--- config.mk ---
export PLATFORM = sky130hd
export DESIGN_NAME = bp_me_wormhole_packet_deserializer
export DESIGN_NICKNAME = d
export VERILOG_FILES = /design/src/rtl/bp_me_network_pkg.sv /design/src/rtl/bsg_counter_clear_up.sv /design/src/rtl/bp_me_wormhole_packet_deserializer.sv
export SDC_FILE = /design/constraint.sdc
export NUM_CORES = 1
export LEC_CHECK = 0
export ABC_CLOCK_PERIOD_IN_PS = 1700
export BUFFER_PORTS_ARGS = -buffer_cell sky130_fd_sc_hd__buf_2
export CAP_MARGIN = 25
export CORE_AREA = 3 3 88 90
export CTS_CLUSTER_DIAMETER = 80
export CTS_CLUSTER_SIZE = 24
export DETAILED_ROUTE_END_ITERATION = 8
export DIE_AREA = 0 0 91 93
export PLACE_DENSITY = 0.76
export SETUP_SLACK_MARGIN = 0.1
export SLEW_MARGIN = 15
export SYNTH_ARGS = -nofsm -noshare
export SYNTH_HDL_FRONTEND = slang
export SYNTH_SLANG_ARGS = --single-unit
--- constraint.sdc ---
create_clock -name clk_i -period 1.7 [get_ports clk_i]
set_clock_uncertainty 0.15 [all_clocks]
set_input_delay 0.085 -clock clk_i [delete_from_list [all_inputs] [get_ports clk_i]]
set_output_delay 0.085 -clock clk_i [all_outputs]
set_load 0.02 [all_outputs]
--- src/rtl/bp_me_network_pkg.sv ---
// Shared network definitions for the wormhole packet adapters: deserializer
// state encoding and width helpers used to size header fields and packets.
package bp_me_network_pkg;

    // Deserializer states: waiting for a head flit, collecting body flits,
    // or holding one complete packet for the consumer.
    typedef enum logic [1:0] {
        e_head = 2'd0,
        e_body = 2'd1,
        e_full = 2'd2
    } bp_me_deser_state_e;

    // Ceiling log2 that never returns zero, so one-value fields still get a bit.
    function automatic int safe_clog2(input int n);
        return (n <= 1) ? 1 : $clog2(n);
    endfunction

    // Width of the header length field (number of flits after the head).
    function automatic int len_width(input int max_num_flit);
        return safe_clog2(max_num_flit);
    endfunction

    // Width of the flit index counter; it only ever reaches max_num_flit-1.
    function automatic int flit_count_width(input int max_num_flit);
        return safe_clog2(max_num_flit);
    endfunction

    // Full assembled packet width: header fields followed by the payload.
    function automatic int packet_width(input int x_width, input int y_width,
                                        input int max_num_flit, input int payload_width);
        return x_width + y_width + len_width(max_num_flit) + payload_width;
    endfunction

endpackage

--- src/rtl/bsg_counter_clear_up.sv ---
// Up counter with synchronous clear; clear and up together load the value one,
// which lets the head flit start the index at the first body slot.
module bsg_counter_clear_up
    import bp_me_network_pkg::*;
#(
    parameter int width_p = 2
) (
    input  logic               clk_i,
    input  logic               reset_i,
    input  logic               clear_i,
    input  logic               up_i,
    output logic [width_p-1:0] count_o
);

    // Count register: clear has priority, optionally combined with an increment.
    always_ff @(posedge clk_i or posedge reset_i) begin
        if (reset_i) begin
            count_o <= '0;
        end else if (clear_i) begin
            count_o <= up_i ? width_p'(1) : '0;
        end else if (up_i) begin
            count_o <= count_o + width_p'(1);
        end
    end

endmodule

--- src/rtl/bp_me_wormhole_packet_deserializer.sv ---
// Reassembles one wormhole packet from the router flit stream: the head flit
// carries x/y/len on its LSBs, flits are packed LSB-first into a buffer, and
// the finished packet is held under a valid/ready handshake.
module bp_me_wormhole_packet_deserializer
    import bp_me_network_pkg::*;
#(
    parameter  int flit_width_p        = 16,
    parameter  int max_num_flit_p      = 4,
    parameter  int x_cord_width_p      = 2,
    parameter  int y_cord_width_p      = 2,
    parameter  int max_payload_width_p = 52,
    localparam int len_width_lp        = len_width(max_num_flit_p),
    localparam int packet_width_lp     = packet_width(x_cord_width_p, y_cord_width_p,
                                                      max_num_flit_p, max_payload_width_p)
) (
    input  logic                           clk_i,
    input  logic                           reset_i,
    input  logic [flit_width_p-1:0]        data_i,
    input  logic                           v_i,
    output logic                           ready_o,
    output logic [packet_width_lp-1:0]     data_o,
    output logic [max_payload_width_p-1:0] payload_o,
    output logic                           v_o,
    input  logic                           ready_i,
    output logic                           len_error_o
);

    localparam int hdr_len_lsb_lp = x_cord_width_p + y_cord_width_p;
    localparam int count_width_lp = flit_count_width(max_num_flit_p);
    localparam logic [len_width_lp-1:0] max_len_lp = len_width_lp'(max_num_flit_p - 1);

    bp_me_deser_state_e state_r, state_n;

    logic [len_width_lp-1:0]   len_r;
    logic [len_width_lp-1:0]   head_len;
    logic [len_width_lp-1:0]   head_len_clamped;
    logic                      head_len_bad;
    logic [count_width_lp-1:0] count;

    logic head_accept;
    logic body_accept;
    logic last_body;
    logic drain;
    logic count_clear;
    logic count_up;

    assign head_len = data_i[hdr_len_lsb_lp +: len_width_lp];

    // Only a length field wide enough to exceed the flit limit can be malformed.
    if ((1 << len_width_lp) > max_num_flit_p) begin : g_len_check
        assign head_len_bad = (head_len > max_len_lp);
    end else begin : g_len_fits
        assign head_len_bad = 1'b0;
    end

    assign head_len_clamped = head_len_bad ? max_len_lp : head_len;

    assign head_accept = (state_r == e_head) && v_i;
    assign body_accept = (state_r == e_body) && v_i;
    assign last_body   = body_accept && (count == len_r);
    assign drain       = (state_r == e_full) && ready_i;

    // Malformed heads are flagged on the cycle they are taken; reset masks it.
    assign len_error_o = head_accept && head_len_bad && !reset_i;

    // State register; an async reset drops any partially collected packet.
    always_ff @(posedge clk_i or posedge reset_i) begin
        if (reset_i) begin
            state_r <= e_head;
        end else begin
            state_r <= state_n;
        end
    end

    // Next-state and handshake outputs, both derived from the registered state.
    always_comb begin
        state_n = state_r;
        v_o     = 1'b0;
        ready_o = 1'b1;
        case (state_r)
            e_head: begin
                if (v_i) begin
                    state_n = (head_len_clamped == '0) ? e_full : e_body;
                end
            end
            e_body: begin
                if (v_i && (count == len_r)) begin
                    state_n = e_full;
                end
            end
            e_full: begin
                v_o     = 1'b1;
                ready_o = 1'b0;
                if (ready_i) begin
                    state_n = e_head;
                end
            end
            default: begin
                state_n = e_head;
            end
        endcase
    end

    // Captured (clamped) body length of the packet currently being collected.
    always_ff @(posedge clk_i or posedge reset_i) begin
        if (reset_i) begin
            len_r <= '0;
        end else if (head_accept) begin
            len_r <= head_len_clamped;
        end
    end

    // The flit index restarts at one on a multi-flit head and returns to zero
    // when the packet completes or leaves, so it never passes len_r.
    assign count_clear = head_accept || last_body || drain;
    assign count_up    = (head_accept && (head_len_clamped != '0)) ||
                         (body_accept && !last_body);

    bsg_counter_clear_up #(
        .width_p (count_width_lp)
    ) flit_counter (
        .clk_i   (clk_i),
        .reset_i (reset_i),
        .clear_i (count_clear),
        .up_i    (count_up),
        .count_o (count)
    );

    // One register per flit slot, keeping only the bits that land inside the
    // packet; a head clears every slot so short packets read back zero above.
    for (genvar s = 0; s < max_num_flit_p; s++) begin : g_slot
        localparam int lo_lp  = s * flit_width_p;
        localparam int rem_lp = packet_width_lp - lo_lp;
        localparam int w_lp   = (rem_lp >= flit_width_p) ? flit_width_p :
                                ((rem_lp > 0) ? rem_lp : 0);
        localparam logic [count_width_lp-1:0] idx_lp = count_width_lp'(s);

        if (w_lp > 0) begin : g_live
            logic [w_lp-1:0] slot_r;

            if (s == 0) begin : g_head_slot
                // The head slot is loaded only by the head flit itself.
                always_ff @(posedge clk_i or posedge reset_i) begin
                    if (reset_i) begin
                        slot_r <= '0;
                    end else if (head_accept) begin
                        slot_r <= data_i[w_lp-1:0];
                    end
                end
            end else begin : g_body_slot
                // Body slots are cleared by a new head and written at their index.
                always_ff @(posedge clk_i or posedge reset_i) begin
                    if (reset_i) begin
                        slot_r <= '0;
                    end else if (head_accept) begin
                        slot_r <= '0;
                    end else if (body_accept && (count == idx_lp)) begin
                        slot_r <= data_i[w_lp-1:0];
                    end
                end
            end

            assign data_o[lo_lp +: w_lp] = slot_r;
        end
    end

    if (packet_width_lp > max_num_flit_p * flit_width_p) begin : g_pad
        assign data_o[packet_width_lp-1:max_num_flit_p*flit_width_p] = '0;
    end

    assign payload_o = data_o[hdr_len_lsb_lp + len_width_lp +: max_payload_width_p];

endmodule
==> run summary <==
The average detailed-routed wire length per instance came out at 13.99 um. The run finished with clean final reports. The cell area after synthesis came out at 3017 um2.

The number of antenna violations at the first check in global routing came to 0. The net count after synthesis came out at between 300 and 400. The count of routing violations after the opening detailed-route iteration is 146. The leakage power total is 2.299 nW. The flop-to-flop setup slack came out at 0.18 ns. The sequential share of power came out at 34.2%. The final number of max-transition violations is 0. STA classifies the critical path endpoint as a register. For the final routed database, the setup TNS stands at 0 ns. Sequential cells were found to cover 51.43% of the synthesized design area.

The x dimension of the die is 91 um. In the final layout, the multi-input gates occupy 979.7 um2. The number of global-route vias before repair came out at 2,488. The total overflow left after global routing is 0. The filler cells instantiated in the layout total 693.

The termination of the worst setup path is flit_counter.count_o[1]$_DFFE_PP0P_. Of the available clock period, the critical path in the final layout requires around nine tenths. The largest total area in the synthesized netlist belongs to dfrtp_1. The measured slew at the worst slew-check pin came out at 0.6042 ns. For this configuration, the core starts out at a cell density of 42.27%.

In the final layout, the share of cells above drive strength 1 is 35.90%. Timing would allow up to 0.6562 GHz. The combinational group share of total power came out at 49.6%. The die span in y came out at 93 um. The worst setup path is launched from a register. The number of warning messages in the yosys log came out at 0. The minimum clock period came out at 1.524 ns. In the routed design, unresolved DRC markers number 0. The clock transition at the register clock pins on the worst setup and hold paths after CTS came out at roughly 0.060 ns.

The sum of net half-perimeters after detailed placement is 5444 um. The net switching fraction of the power came out at 46.32%. The number of core rows came out at 31. Along the worst hold path, the cell count comes to 3. The number of port buffers is 131. Entering global routing, the biggest net connects 45 pins.

The share of flip-flops with an asynchronous set or reset after synthesis is 100.0%. The count of final setup violators came out at 0. The delay of the slowest cell on the worst path is 0.40 ns. Counting every sink on the clock net gives between 60 and 70. The number of nets in the layout is 473. By count the netlist is led by 134 x nand2_1, 62 x dfrtp_1, 54 x buf_4, 43 x nand3_1, 12 x clkbuf_1. Clock tree synthesis inserted a total of 9 buffers. The power density over cell area came out at 1831 nW/um2. The clock passes through at most 2 buffers.

The total of flip-flops plus latches after synthesis is 62. Along the worst path, the maximum fanout reaches 5. The first-pass GRT wire length came out at 12,340 um.

The number of routed nets with antenna violations is 0. In the synthesized netlist the dominant register cell turns out to be dfrtp_1. The arrival time at the worst endpoint is 1.62 ns. The critical path starts at flit_counter.count_o[0]$_DFFE_PP0P_. The critical path is of the reg2reg type. Setup repair after global routing left no endpoint under its margin. By area the synthesized netlist is led by dfrtp_1 51%, nand2_1 17%, buf_4 13%. Registers take approximately 1600 um2. The reg-to-reg startpoint is flit_counter.count_o[0]$_DFFE_PP0P_.

The library cell used as clock root buffer is clkbuf_8. The repair_antennas step left the layout with diodes totalling 0. Global routing consumed, over all layers together, 18.29% of the routing resources. Across the run, the number of max-cap violations was 0. The worst path required time is 1.80 ns. The worst-case vdd ir drop came out at 706.7 uV. The number of iterations in the first detailed-routing pass is 4. The synthesized instance count is 348.

The number of H-tree levels is 3. TritonCTS built the clock tree. The ratio of routed vias to standard cells came out at 4.794. The most common cell in the synthesized netlist is nand2_1. In this run the critical register-to-register path is captured at flit_counter.count_o[1]$_DFFE_PP0P_.

The final standard cell utilization of the core is a little over half. Measured against its own limit, the worst slew margin works out to 59.63%. The internal power of the cells totals 0.003736 W.

The tightest min-delay check is of the in2reg type. The area of the core region came out at 7137 um2. The area of the die is 8463 um2. The share of Yosys cell area claimed by the top area cell type came out at 51.43%.

The power spent charging and discharging nets came out at 0.003223 W. The number of failing hold endpoints at the final stage is 0. The signal on the critical path passes through inv_1 > ha_1 > or3_1 > a31oi_1. The clock group share of total power came out at 16.2%. The count of pins on the block boundary is 133. The number of different library cells in the post-synthesis netlist came out at 28. The cell count of the worst reg-to-reg path is 4.

The final wirelength is 7734 um. The final estimated routing congestion in global placement came out at 0.8602. The mean area per synthesized cell is 8.669 um2. The largest individual stage delay along the critical path comes from the cell dfrtp_2.

The synthesis-to-layout area growth is 25.96%. The count of flip-flops with a built-in enable after synthesis came out at 0. The detailed-route via count came out at 2,651. The worst-skew pair later-pin latency came out at 0.33 ns.
==> worst max-delay path, delay by kind of cell (launching register included) <==
| kind | cells | cell delay [ns] |
|---|---|---|
| flops | 1 | 0.40 |
| simple gates | 1 | 0.36 |
| buf+inv | 1 | 0.07 |
| compound gates | 1 | 0.17 |
| fa+ha+maj | 1 | 0.30 |
==> power groups by stage <==
stage               sequential [W]  combinational (W)  clock [W]
finish                     0.00238            0.00345    0.00113
global route               0.00245            0.00374    0.00121
CTS                        0.00239            0.00342    0.00115
detailed placement         0.00241            0.00337          0
global placement           0.00238            0.00331          0
floorplan                  0.00294            0.00210          0
==> worst min-delay path by stage <==
stage               slack [ns]       from                                     end
global route               0.1        v_i                  state_r[0]$_DFFE_PP0P_
finish                    0.08        v_i                  state_r[0]$_DFFE_PP0P_
CTS                       0.05        v_i                  state_r[0]$_DFFE_PP0P_
global placement          0.04    reset_i  g_slot[1].g_live.slot_r[7]$_DFFE_PP0P_
floorplan                 0.04  data_i[0]  g_slot[0].g_live.slot_r[0]$_DFFE_PP0P_
detailed placement        0.04    reset_i  g_slot[1].g_live.slot_r[7]$_DFFE_PP0P_
==> cells by family (layout without fill, tap and decap cells) <==
kind of cell	after synthesis	after routing	synth area share, %
AO/OA/AOI/OAI	11	11	2.406
flip-flops	62	62	51.43
XOR/XNOR	2	2	0.5808
adder cells (fa/ha/maj)	3	3	1.244
buffers and inverters	77	183	16.51
other	1	1	0.1243
AND/OR/NAND/NOR	192	192	27.71
==> flip-flops by register name, summed over array words and instances, names as in the netlist <==
name                  cells
g_slot.g_live.slot_r     57
flit_counter.count_o      2
state_r                   2
len_r                     1
==> what timing repair did <==
| action | CTS | global route |
|---|---|---|
| pin swaps | 0 | 0 |
| endpoints found under the setup margin | 50 | 18 |
| setup buffers | 0 | 2 |
| endpoints found under the hold margin | 85 | 0 |
| resized for setup | 5 | 2 |
| hold buffers | 18 | 0 |
==> cell usage in the layout (no fill, tap or decap), types with 3 or more instances in the layout <==
cell type / n
a31oi_1: 3
buf_2: 131
buf_4: 11
clkbuf_1: 3
clkbuf_8: 11
dfrtp_1: 61
dlygate4sd3_1: 18
ha_1: 3
inv_1: 5
nand2_1: 134
nand3_1: 43
nand4b_1: 3
==> per-layer routing <==
metal  up-vias  track usage, %  share of wire [%]
met5         -               0                  0
met4         0           7.035                1.8
met3        11           3.942                8.0
met2       111           30.47                 48
met1      1270           23.41                 42
li1       1259               -                  -
==> layout make-up <==
cell class / count / share of cell area [%]
timing repair buffer: 162 / 24.99
sequential: 62 / 40.86
inverter: 6 / 0.6915
tap: 99 / 3.260
clock inverter: 1 / 0.1317
multi-input combinational: 209 / 25.78
clock buffer: 14 / 4.281
==> stage by stage <==
step                hold slack, ns  total power, W  instance area (um2)  std cells  setup slack, ns
floorplan                  0.04044        0.005047                 3025        348          0.06662
global placement           0.04006        0.005691                 3422        518          0.04473
detailed placement         0.04200        0.005775                 3422        518         -0.02185
CTS                        0.05237        0.006968                 3780        551           0.1464
global route               0.09654        0.007409                 3800        553           0.1060
finish                     0.08289        0.006959                 3800        553           0.1760
Note: power is estimated with default switching activity, not from simulation.
